$ cat config.mk
export PLATFORM = sky130hd
export DESIGN_NAME = mem_write_arbiter_flat
export DESIGN_NICKNAME = d
export VERILOG_FILES = /design/src/rtl/mem_write_arbiter_pkg.sv /design/src/rtl/mem_write_arbiter_if.sv /design/src/rtl/mem_write_arbiter_wr_post_fifo.sv /design/src/rtl/mem_write_arbiter.sv /design/src/flat_wrapper.sv
export SDC_FILE = /design/constraint.sdc
export NUM_CORES = 1
export LEC_CHECK = 0
export CORE_MARGIN = 5
export CORE_UTILIZATION = 50
export CTS_CLUSTER_DIAMETER = 80
export CTS_CLUSTER_SIZE = 25
export DETAILED_ROUTE_END_ITERATION = 8
export DONT_BUFFER_PORTS = 1
export GPL_TIMING_DRIVEN = 0
export PLACE_DENSITY = 0.76
export RECOVER_POWER = 25
export SYNTH_ARGS = -nofsm -noshare
export SYNTH_HDL_FRONTEND = slang
export SYNTH_SLANG_ARGS = --single-unit
$ cat constraint.sdc
create_clock -name clk -period 9.39 [get_ports clk]
set_input_delay 0.939 -clock clk [delete_from_list [all_inputs] [get_ports clk]]
set_output_delay 0.939 -clock clk [all_outputs]
set_load 0.01 [all_outputs]
$ cat src/rtl/mem_write_arbiter_pkg.sv
// Shared constants and the packed write-entry type for mem_write_arbiter.
// Optional round-robin arbitration is selected with ARB_ROUND_ROBIN_EN.
package mem_write_arbiter_pkg;

    localparam logic [1:0] ARB_IDLE    = 2'd0;
    localparam logic [1:0] ARB_GRANT_A = 2'd1;
    localparam logic [1:0] ARB_GRANT_B = 2'd2;
    localparam logic [1:0] ARB_LOCK_B  = 2'd3;

    localparam logic GNT_A = 1'b0;
    localparam logic GNT_B = 1'b1;

    localparam int WR_ENTRY_W = 72;

    typedef struct packed {
        logic [31:0] addr;
        logic [31:0] din;
        logic [3:0]  dmem_wea;
        logic [3:0]  imem_wea;
    } wr_entry_t;

    function automatic logic has_mask(wr_entry_t e);
        return |{e.dmem_wea, e.imem_wea};
    endfunction

endpackage

$ cat src/rtl/mem_write_arbiter_if.sv
// Request ports (CPU store path A, loader B) and the DMEM/IMEM write ports.
// slave = arbiter side, master = requester/memory model side.
interface mem_write_arbiter_if #(
    parameter int ADDR_W = 14
);
    logic        a_valid;
    logic        a_ready;
    logic [31:0] a_addr;
    logic [31:0] a_din;
    logic [3:0]  a_dmem_wea;
    logic [3:0]  a_imem_wea;

    logic        b_valid;
    logic        b_ready;
    logic        b_lock;
    logic [31:0] b_addr;
    logic [31:0] b_din;
    logic [3:0]  b_dmem_wea;
    logic [3:0]  b_imem_wea;

    logic [ADDR_W-1:0] dmem_addr;
    logic [31:0]       dmem_din;
    logic [3:0]        dmem_wea;
    logic [ADDR_W-1:0] imem_addr;
    logic [31:0]       imem_din;
    logic [3:0]        imem_wea;
    logic              buf_empty;

    modport slave (
        input  a_valid, a_addr, a_din, a_dmem_wea, a_imem_wea,
        input  b_valid, b_lock, b_addr, b_din, b_dmem_wea, b_imem_wea,
        output a_ready, b_ready,
        output dmem_addr, dmem_din, dmem_wea,
        output imem_addr, imem_din, imem_wea, buf_empty
    );

    modport master (
        output a_valid, a_addr, a_din, a_dmem_wea, a_imem_wea,
        output b_valid, b_lock, b_addr, b_din, b_dmem_wea, b_imem_wea,
        input  a_ready, b_ready,
        input  dmem_addr, dmem_din, dmem_wea,
        input  imem_addr, imem_din, imem_wea, buf_empty
    );

endinterface

$ cat src/rtl/mem_write_arbiter_wr_post_fifo.sv
// Posted-write FIFO for CPU stores: DEPTH x W, power-of-two depth,
// synchronous active-low reset of pointers and count.
module wr_post_fifo #(
    parameter int DEPTH = 2,
    parameter int W     = 72
) (
    input  logic                     clk,
    input  logic                     rst_n,
    input  logic                     push,
    input  logic [W-1:0]             din,
    input  logic                     pop,
    output logic [W-1:0]             dout,
    output logic                     full,
    output logic                     empty,
    output logic [$clog2(DEPTH):0]   count
);
    localparam int PW = $clog2(DEPTH);

    logic [W-1:0]  mem [DEPTH];
    logic [PW-1:0] wp;
    logic [PW-1:0] rp;
    logic          do_push;
    logic          do_pop;

    assign do_push = push && !full;
    assign do_pop  = pop && !empty;
    assign full    = (count == (PW+1)'(DEPTH));
    assign empty   = (count == '0);
    assign dout    = mem[rp];

    always_ff @(posedge clk) begin
        if (!rst_n) begin
            wp    <= '0;
            rp    <= '0;
            count <= '0;
        end else begin
            if (do_push) wp <= wp + PW'(1);
            if (do_pop)  rp <= rp + PW'(1);
            unique case ({do_push, do_pop})
                2'b10:   count <= count + (PW+1)'(1);
                2'b01:   count <= count - (PW+1)'(1);
                default: ;
            endcase
        end
    end

    // Storage carries no reset; stale entries are never read past count.
    always_ff @(posedge clk) begin
        if (do_push) mem[wp] <= din;
    end

endmodule

$ cat src/rtl/mem_write_arbiter.sv
// Shares DMEM/IMEM byte-write ports between CPU posted stores (A) and loader (B).
// ARB_ROUND_ROBIN_EN selects round-robin; default is fixed priority A over B.
module mem_write_arbiter
    import mem_write_arbiter_pkg::*;
#(
    parameter int ADDR_W    = 14,
    parameter int BUF_DEPTH = 2
) (
    input  logic                 clk,
    input  logic                 rst_n,
    mem_write_arbiter_if.slave   bus
);
    localparam int CW = $clog2(BUF_DEPTH) + 1;

    wr_entry_t     a_ent;
    wr_entry_t     b_ent;
    wr_entry_t     f_ent;
    wr_entry_t     sel;
    logic          push;
    logic          pop;
    logic          full;
    logic          empty;
    logic [CW-1:0] count;
    logic [1:0]    state;
    logic [1:0]    state_d;
    logic          last_grant;
    logic          gnt_a;
    logic          gnt_b;
    logic          gnt;
    logic          lock_hold;
    logic          win_b;
    logic          unused_bits;

    assign a_ent = {bus.a_addr, bus.a_din, bus.a_dmem_wea, bus.a_imem_wea};
    assign b_ent = {bus.b_addr, bus.b_din, bus.b_dmem_wea, bus.b_imem_wea};

    // Mask-less CPU stores complete the handshake but never occupy a slot.
    assign push = bus.a_valid && bus.a_ready && has_mask(a_ent);

    wr_post_fifo #(
        .DEPTH (BUF_DEPTH),
        .W     (WR_ENTRY_W)
    ) u_fifo (
        .clk   (clk),
        .rst_n (rst_n),
        .push  (push),
        .din   (a_ent),
        .pop   (pop),
        .dout  (f_ent),
        .full  (full),
        .empty (empty),
        .count (count)
    );

    assign bus.a_ready   = !full;
    assign bus.buf_empty = (count == '0);

`ifdef ARB_ROUND_ROBIN_EN
    assign win_b = (last_grant == GNT_A);
`else
    assign win_b = 1'b0;
`endif

    assign lock_hold = ((state == ARB_GRANT_B) || (state == ARB_LOCK_B))
                       && bus.b_lock && bus.b_valid;

    always_comb begin
        gnt_a   = 1'b0;
        gnt_b   = 1'b0;
        state_d = ARB_IDLE;
        if (lock_hold) begin
            gnt_b = 1'b1;
        end else if (!empty && bus.b_valid) begin
            gnt_b = win_b;
            gnt_a = !win_b;
        end else begin
            gnt_a = !empty;
            gnt_b = bus.b_valid;
        end
        unique case (1'b1)
            lock_hold:              state_d = ARB_LOCK_B;
            gnt_a:                  state_d = ARB_GRANT_A;
            (gnt_b && !lock_hold):  state_d = ARB_GRANT_B;
            default:                state_d = ARB_IDLE;
        endcase
    end

    assign bus.b_ready = gnt_b;
    assign pop         = gnt_a;
    assign gnt         = gnt_a || gnt_b;
    assign sel         = gnt_b ? b_ent : f_ent;

    always_ff @(posedge clk) begin
        if (!rst_n) begin
            state         <= ARB_IDLE;
            last_grant    <= GNT_A;
            bus.dmem_addr <= '0;
            bus.dmem_din  <= '0;
            bus.dmem_wea  <= '0;
            bus.imem_addr <= '0;
            bus.imem_din  <= '0;
            bus.imem_wea  <= '0;
        end else begin
            state        <= state_d;
            bus.dmem_wea <= gnt ? sel.dmem_wea : 4'b0;
            bus.imem_wea <= gnt ? sel.imem_wea : 4'b0;
            if (gnt) last_grant <= gnt_b ? GNT_B : GNT_A;
            // Each memory port only moves addr/din when it is really written.
            if (gnt && |sel.dmem_wea) begin
                bus.dmem_addr <= sel.addr[ADDR_W+1:2];
                bus.dmem_din  <= sel.din;
            end
            if (gnt && |sel.imem_wea) begin
                bus.imem_addr <= sel.addr[ADDR_W+1:2];
                bus.imem_din  <= sel.din;
            end
        end
    end

    assign unused_bits = ^{sel.addr[31:ADDR_W+2], sel.addr[1:0], last_grant};

endmodule
$ cat src/flat_wrapper.sv
// flat-port wrapper written by rule: the top's interface ports become plain ports
module mem_write_arbiter_flat import mem_write_arbiter_pkg::*;
#(
    parameter int ADDR_W    = 14,
    parameter int BUF_DEPTH = 2
)
  (clk, rst_n, bus_a_valid, bus_a_addr, bus_a_din, bus_a_dmem_wea, bus_a_imem_wea, bus_b_valid, bus_b_lock, bus_b_addr, bus_b_din, bus_b_dmem_wea, bus_b_imem_wea, bus_a_ready, bus_b_ready, bus_dmem_addr, bus_dmem_din, bus_dmem_wea, bus_imem_addr, bus_imem_din, bus_imem_wea, bus_buf_empty);
  mem_write_arbiter_if #(.ADDR_W(ADDR_W)) bus_i ();
  input  logic clk;
  input  logic rst_n;
  input wire logic [$bits(bus_i.a_valid)-1:0] bus_a_valid;
  input wire logic [$bits(bus_i.a_addr)-1:0] bus_a_addr;
  input wire logic [$bits(bus_i.a_din)-1:0] bus_a_din;
  input wire logic [$bits(bus_i.a_dmem_wea)-1:0] bus_a_dmem_wea;
  input wire logic [$bits(bus_i.a_imem_wea)-1:0] bus_a_imem_wea;
  input wire logic [$bits(bus_i.b_valid)-1:0] bus_b_valid;
  input wire logic [$bits(bus_i.b_lock)-1:0] bus_b_lock;
  input wire logic [$bits(bus_i.b_addr)-1:0] bus_b_addr;
  input wire logic [$bits(bus_i.b_din)-1:0] bus_b_din;
  input wire logic [$bits(bus_i.b_dmem_wea)-1:0] bus_b_dmem_wea;
  input wire logic [$bits(bus_i.b_imem_wea)-1:0] bus_b_imem_wea;
  output wire logic [$bits(bus_i.a_ready)-1:0] bus_a_ready;
  output wire logic [$bits(bus_i.b_ready)-1:0] bus_b_ready;
  output wire logic [$bits(bus_i.dmem_addr)-1:0] bus_dmem_addr;
  output wire logic [$bits(bus_i.dmem_din)-1:0] bus_dmem_din;
  output wire logic [$bits(bus_i.dmem_wea)-1:0] bus_dmem_wea;
  output wire logic [$bits(bus_i.imem_addr)-1:0] bus_imem_addr;
  output wire logic [$bits(bus_i.imem_din)-1:0] bus_imem_din;
  output wire logic [$bits(bus_i.imem_wea)-1:0] bus_imem_wea;
  output wire logic [$bits(bus_i.buf_empty)-1:0] bus_buf_empty;
  assign bus_i.a_valid = bus_a_valid;
  assign bus_i.a_addr = bus_a_addr;
  assign bus_i.a_din = bus_a_din;
  assign bus_i.a_dmem_wea = bus_a_dmem_wea;
  assign bus_i.a_imem_wea = bus_a_imem_wea;
  assign bus_i.b_valid = bus_b_valid;
  assign bus_i.b_lock = bus_b_lock;
  assign bus_i.b_addr = bus_b_addr;
  assign bus_i.b_din = bus_b_din;
  assign bus_i.b_dmem_wea = bus_b_dmem_wea;
  assign bus_i.b_imem_wea = bus_b_imem_wea;
  assign bus_a_ready = bus_i.a_ready;
  assign bus_b_ready = bus_i.b_ready;
  assign bus_dmem_addr = bus_i.dmem_addr;
  assign bus_dmem_din = bus_i.dmem_din;
  assign bus_dmem_wea = bus_i.dmem_wea;
  assign bus_imem_addr = bus_i.imem_addr;
  assign bus_imem_din = bus_i.imem_din;
  assign bus_imem_wea = bus_i.imem_wea;
  assign bus_buf_empty = bus_i.buf_empty;
  mem_write_arbiter #(.ADDR_W(ADDR_W), .BUF_DEPTH(BUF_DEPTH)) u_core (.clk(clk), .rst_n(rst_n), .bus(bus_i));
endmodule
==> results_dict.tcl, run 1 <==
set metrics [dict create \
    min_period_over_period 0.258 \
    drtIter0Drc 347 \
    synth_edf_count 108 \
    cts_buffers 12 \
    synth_area_leaders "edfxtp_1 39%, dfxtp_1 25%, mux2i_1 17%, nand2_1 4.1%, o211ai_1 4.1%" \
    synth_top_cell_area_share 0.385 \
    root_buffer "clkbuf_16" \
    holdBufCountCts 0 \
    yosys_most_used_dff "edfxtp_1" \
    clock_path_buffers 3 \
    drc 0 \
    critPathLaunchType "flop" \
    grt_pass1_vias 5292 \
    min_period_ps 2420 \
    rows 47 \
    drt_wl_total_mm 19.7 \
    path_class "reg -> out" \
    synth_most_common_cell "mux2i_1" \
    netlist_area_um2 8420 \
    finalSetupViolCount 0 \
    n_antenna_cell 0 \
    via_count 5218 \
    syn2layout_area_growth_pct 8.17 \
    status "completed" \
    firstDrtPassIters 5 \
    synth_warnings 0 \
    hold_viol 0 \
    power.density_nw_per_um2 292 \
    synth_seq_cells 214 \
    cts_max_level 1 \
    start_util 0.510 \
    worstMarginPinSlew_ps 742 \
    fin_cells 894 \
    rsz0062_at_grt "no" \
    fin_worst_skew_ps 22.1 \
    port_buffers 0 \
    grt_max_degree 33 \
    worstSetupEndpointType "output port" \
    dp_hpwl_mm 14.9 \
    dieHeight_um 140 \
    tns_ps 0 \
    hp-class "reg -> reg" \
    path_clk_slew_ps 100 \
    gr-usage-all-layers 0.193 \
    post-cts-setup-buffers 0 \
    arrival_ps 1480 \
    critPathRequiredTime_ps 8450 \
    max-vdd-ir-drop_uv 179 \
    drive_gt1_frac 0.0653 \
    gp_congestion 0.801 \
    async_flop_share 0 \
    clock-sinks 214 \
    antenna_found_initial 0 \
    gr-total-overflow 0 \
    fillerInstances 1338 \
    post-place-cells 874 \
    wl_per_cell_um 22.0 \
    ys_seq_area_frac 0.637 \
    io_pins 252 \
    stdcell_area_um2 9110 \
    grt_pass1_wl_mm 30.1 \
    die_w_um 140 \
    postCtsResizedCells 0 \
    max_cap_viol_count 0 \
    core_area_um2 16500 \
    vias_per_cell 5.84 \
    syn_area_per_cell_um2 12.9 \
    clock.fmax_mhz 413 \
    cp_max_fo 9 \
    synth_nets 802 \
    synth_top_cell_by_area "edfxtp_1" \
    yosysUniqueCellTypes 35 \
    nets 818 \
    cts_tree "yes" \
    slew_viol_final 0 \
    slew_headroom 0.504 \
    synth_cells 652 \
    synth_common_cells "146 x mux2i_1, 108 x edfxtp_1, 106 x dfxtp_1" \
    fp.dieArea_um2 19500 \
    placed_cell_area_um2 8750 \
    drtAntennaViolNets 0 \
    clock_latency_ps 470 \
    p_leak_nw 3.18 \
]
-- final cells by class --
cell class	count	area [um^2]	area share
Clock inverter	3	17.5	0.00192
Inverter	3	11.3	0.00124
Buffer	48	285	0.0313
Clock buffer	17	340	0.0374
Timing Repair Buffer	2	40.0	0.00440
Tap cell	220	275	0.0302
Multi-Input combinational cell	387	2770	0.304
Sequential cell	214	5370	0.589
-- state kept, by name (all words and copies together) (netlist names), named ones only --
signal	flops
u_core.bus.imem_wea	4
u_core.u_fifo.mem	108
u_core.bus.imem_din	32
u_core.bus.dmem_addr	14
u_core.u_fifo.count	2
u_core.state	1
u_core.bus.imem_addr	14
u_core.u_fifo.wp	1
u_core.bus.dmem_din	32
u_core.u_fifo.rp	1
u_core.bus.dmem_wea	4
-- layout by cell type (no fill, tap or decap), types with 2 or more instances in the layout --
cell	count
nor2_4	2
a22oi_1	2
inv_2	2
clkbuf_1	33
or4_1	2
nand2b_1	2
buf_6	11
nor3_1	3
nor4_1	4
buf_12	2
dfxtp_1	106
and2_1	4
a31oi_1	2
xnor2_1	2
o21ai_0	43
o211ai_1	46
buf_4	5
nor2_1	11
nand2_1	92
a211oi_1	8
o21ai_1	6
edfxtp_1	108
clkbuf_16	13
mux2i_1	146
buf_2	3
-- worst paths after layout --
check | start | endpoint | slack, ps | cells past startpoint
setup / recovery | u_core.u_fifo.count[1] | bus_b_ready | 6970 | 3
hold / removal | u_core.bus.imem_addr[8] | u_core.bus.imem_addr[8] | 510 | 2
setup reg to reg | u_core.u_fifo.count[0] | u_core.u_fifo.mem[0][17] | 7260 | 5
hold reg to reg | u_core.bus.imem_addr[8] | u_core.bus.imem_addr[8] | 510 | 2
-- per-layer routing --
metal  vias up  share of wire  global-route usage
li1       2421              -                   -
met1      2521           0.37               0.222
met2       224           0.50               0.340
met3        52          0.093              0.0573
met4         0          0.039              0.0724
met5         -              0                   0
-- critical path: stages (launching register included) --
cell       delay (ps)
dfxtp_1           400
o2bb2ai_2         290
nand2_4           180
inv_2             140
-- metrics by stage --
stage | util | setup WS [ps] | power [mW] | hold WS [ps]
after detailed placement | 0.529 | 6580 | 2.14 | 502
final | 0.551 | 6970 | 2.66 | 513
after global placement | 0.526 | 4240 | 2.10 | 498
after global routing | 0.551 | 6900 | 2.80 | 534
after CTS | 0.551 | 6960 | 2.67 | 518
after floorplan | - | 5450 | 1.93 | 483
-- report_power, final --
group / switching, mW / internal (mW) / total, mW
sequential: 0.195 / 1.19 / 1.39
combinational: 0.423 / 0.304 / 0.727
clock: 0.282 / 0.258 / 0.540
total: 0.900 / 1.76 / 2.66
-- logic make-up (layout without fill, tap and decap cells) --
group | Yosys count | count (layout) | synth area share
muxes | 146 | 146 | 0.174
DFF | 214 | 214 | 0.637
AOI/OAI and AO/OA | 112 | 112 | 0.0874
and+or+nand+nor | 125 | 125 | 0.0620
xor gates and xnor gates | 3 | 3 | 0.00312
adders and majority gates | 1 | 1 | 0.00149
buffers and inverters | 51 | 73 | 0.0352
Note: power is estimated with default switching activity, not from simulation.
==> inputs of run 2 (changes only) <==
--- a/config.mk
+++ b/config.mk
@@ -12,7 +12,7 @@
 export DETAILED_ROUTE_END_ITERATION = 8
 export DONT_BUFFER_PORTS = 1
 export GPL_TIMING_DRIVEN = 0
-export PLACE_DENSITY = 0.76
+export PLACE_DENSITY = 0.79
 export RECOVER_POWER = 25
 export SYNTH_ARGS = -nofsm -noshare
 export SYNTH_HDL_FRONTEND = slang
==> constraint.sdc (replaced) <==
create_clock -name clk -period 2.1 [get_ports clk]
set_input_delay 0.21 -clock clk [delete_from_list [all_inputs] [get_ports clk]]
set_output_delay 0.21 -clock clk [all_outputs]
set_load 0.01 [all_outputs]
==> results_dict.tcl, run 2 (synthesized netlist as in run 1, its figures left out) <==
set metrics [dict create \
    slew_headroom 0.470 \
    fin_worst_skew_ps 13.9 \
    final_cell_mix "146 x mux2i_1, 108 x edfxtp_1, 105 x dfxtp_1, 92 x nand2_1, 76 x dlygate4sd3_1" \
    cts_buffers 13 \
    cts_max_level 1 \
    clock_latency_ps 470 \
    placed_cell_area_um2 8750 \
    core_area_um2 16500 \
    grt_pass1_wl_mm 33.3 \
    reg_top3 "u_core.u_fifo.mem: 108 flops, u_core.bus.dmem_din: 32 flops, u_core.bus.imem_din: 32 flops" \
    combinationalPowerShare 0.283 \
    p_int_mw 8.01 \
    drive_gt1_frac 0.0639 \
    drtIter0Drc 305 \
    setup_slack_ps 116 \
    p_leak_nw 3.53 \
    min_period_ps 1980 \
    power.density_nw_per_um2 1240 \
    grt_max_degree 32 \
    whs_path_depth 2 \
    pwr-share-seq 0.508 \
    rows 47 \
    worstSetupEndpointType "flop" \
    status "completed" \
    fillerInstances 1258 \
    power_frac_clock 0.209 \
    min_period_over_period 0.945 \
    p_switching_mw 4.26 \
    r2r_setup_slack_ps 120 \
    vias_per_cell 5.72 \
    ff2ff_path_depth 5 \
    clock.fmax_mhz 504 \
    worstMarginPinSlew_ps 793 \
    cp_max_fo 31 \
    start_util 0.510 \
    final_common_cell "mux2i_1" \
    regToRegEndpoint "u_core.u_fifo.mem[0][35]" \
    drc 0 \
    multi_input_area_um2 2800 \
    nets 895 \
    finalSetupViolCount 0 \
    antenna_found_initial 0 \
    io_pins 252 \
    port_buffers 0 \
    tns_ps 0 \
    clock-sinks 214 \
    power.total_mw 12.3 \
    grt_pass1_vias 5808 \
    wl_per_cell_um 22.5 \
    critPathLaunchType "flop" \
    critPathRequiredTime_ps 2260 \
    firstDrtPassIters 5 \
    via_count 5561 \
    path_clk_slew_ps 100 \
    max_cap_viol_count 0 \
    syn2layout_area_growth_pct 17.9 \
    regMostFlops "u_core.u_fifo.mem" \
    clock_path_buffers 3 \
    worstHoldStart "bus_b_din[0]" \
    dieHeight_um 140 \
    gr-total-overflow 0 \
    gr-usage-all-layers 0.214 \
    fp.dieArea_um2 19500 \
    slew_viol_final 0 \
    max-vdd-ir-drop_uv 912 \
    worst_r2r_startpoint "u_core.u_fifo.count[0]" \
    post-cts-setup-buffers 0 \
    drt_wl_total_mm 21.9 \
    dp_hpwl_mm 15.3 \
    path_class "reg -> reg" \
    arrival_ps 2150 \
    die_w_um 140 \
    hold_viol 0 \
    final_core_util 0.601 \
    cts_tree "yes" \
    pre_cts_slack_ps -123 \
    p_sw_frac 0.347 \
    hp-class "in -> reg" \
    largest_reg_flops 108 \
    hold_end "u_core.bus.imem_din[0]" \
    drtAntennaViolNets 0 \
    regArea_um2 5370 \
    root_buffer "clkbuf_16" \
    gp_congestion 0.826 \
    stdcell_area_um2 9920 \
]
-- run 2: routing by layer --
metal,up-vias,GRT usage,part of all wire
met5,-,0,0
met4,0,0.0586,0.029
met3,43,0.0501,0.068
met2,211,0.387,0.52
met1,2727,0.257,0.39
li1,2580,-,-
-- run 2: per-stage QoR --
step,hold WS (ps),std cells
2_1_floorplan,309,652
3_3_place_gp,309,872
6_report,13.9,972
4_1_cts,2.19,971
5_1_grt,15.6,971
3_5_place_dp,309,874
-- run 2: worst max path at each step --
stage                           startpoint                  endpoint
floorplan           u_core.u_fifo.count[0]   u_core.u_fifo.mem[0][0]
global placement    u_core.u_fifo.count[0]  u_core.u_fifo.mem[0][11]
detailed placement  u_core.u_fifo.count[0]  u_core.u_fifo.mem[0][12]
CTS                 u_core.u_fifo.count[0]  u_core.u_fifo.mem[0][30]
global route        u_core.u_fifo.count[1]   u_core.bus.imem_din[17]
finish              u_core.u_fifo.count[0]  u_core.u_fifo.mem[0][35]
-- run 2: cell type report --
cell class,count,share of cell area
Antenna cell,1,0.000252
Buffer,48,0.0287
Clock buffer,16,0.0339
Clock inverter,5,0.00466
Inverter,3,0.00113
Multi-Input combinational cell,387,0.282
Sequential cell,214,0.541
Tap cell,220,0.0277
Timing Repair Buffer,78,0.0807
-- run 2: what timing repair did --
| item | CTS | global route |
|---|---|---|
| pin swaps | 0 | 0 |
| endpoints found under the hold margin | 135 | 0 |
| hold buffers | 76 | 0 |
| setup endpoints to repair | 61 | 101 |
| resized for setup | 2 | 3 |
-- run 2: worst max-delay path: stages (launching register included) --
cell and delay, ps:
dfxtp_2 330, buf_6 130, nand2b_4 170, o211ai_4 120, nor2_4 620, buf_12 290
-- run 2: power by group through the flow --
| stage | logic, mW | clock network [mW] | registers, mW |
|---|---|---|---|
| 2_1_floorplan | 2.53 | 0 | 6.09 |
| 3_3_place_gp | 3.12 | 0 | 6.30 |
| 3_5_place_dp | 3.30 | 0 | 6.33 |
| 4_1_cts | 3.46 | 2.61 | 6.23 |
| 5_1_grt | 3.78 | 2.78 | 6.31 |
| 6_report | 3.47 | 2.56 | 6.23 |
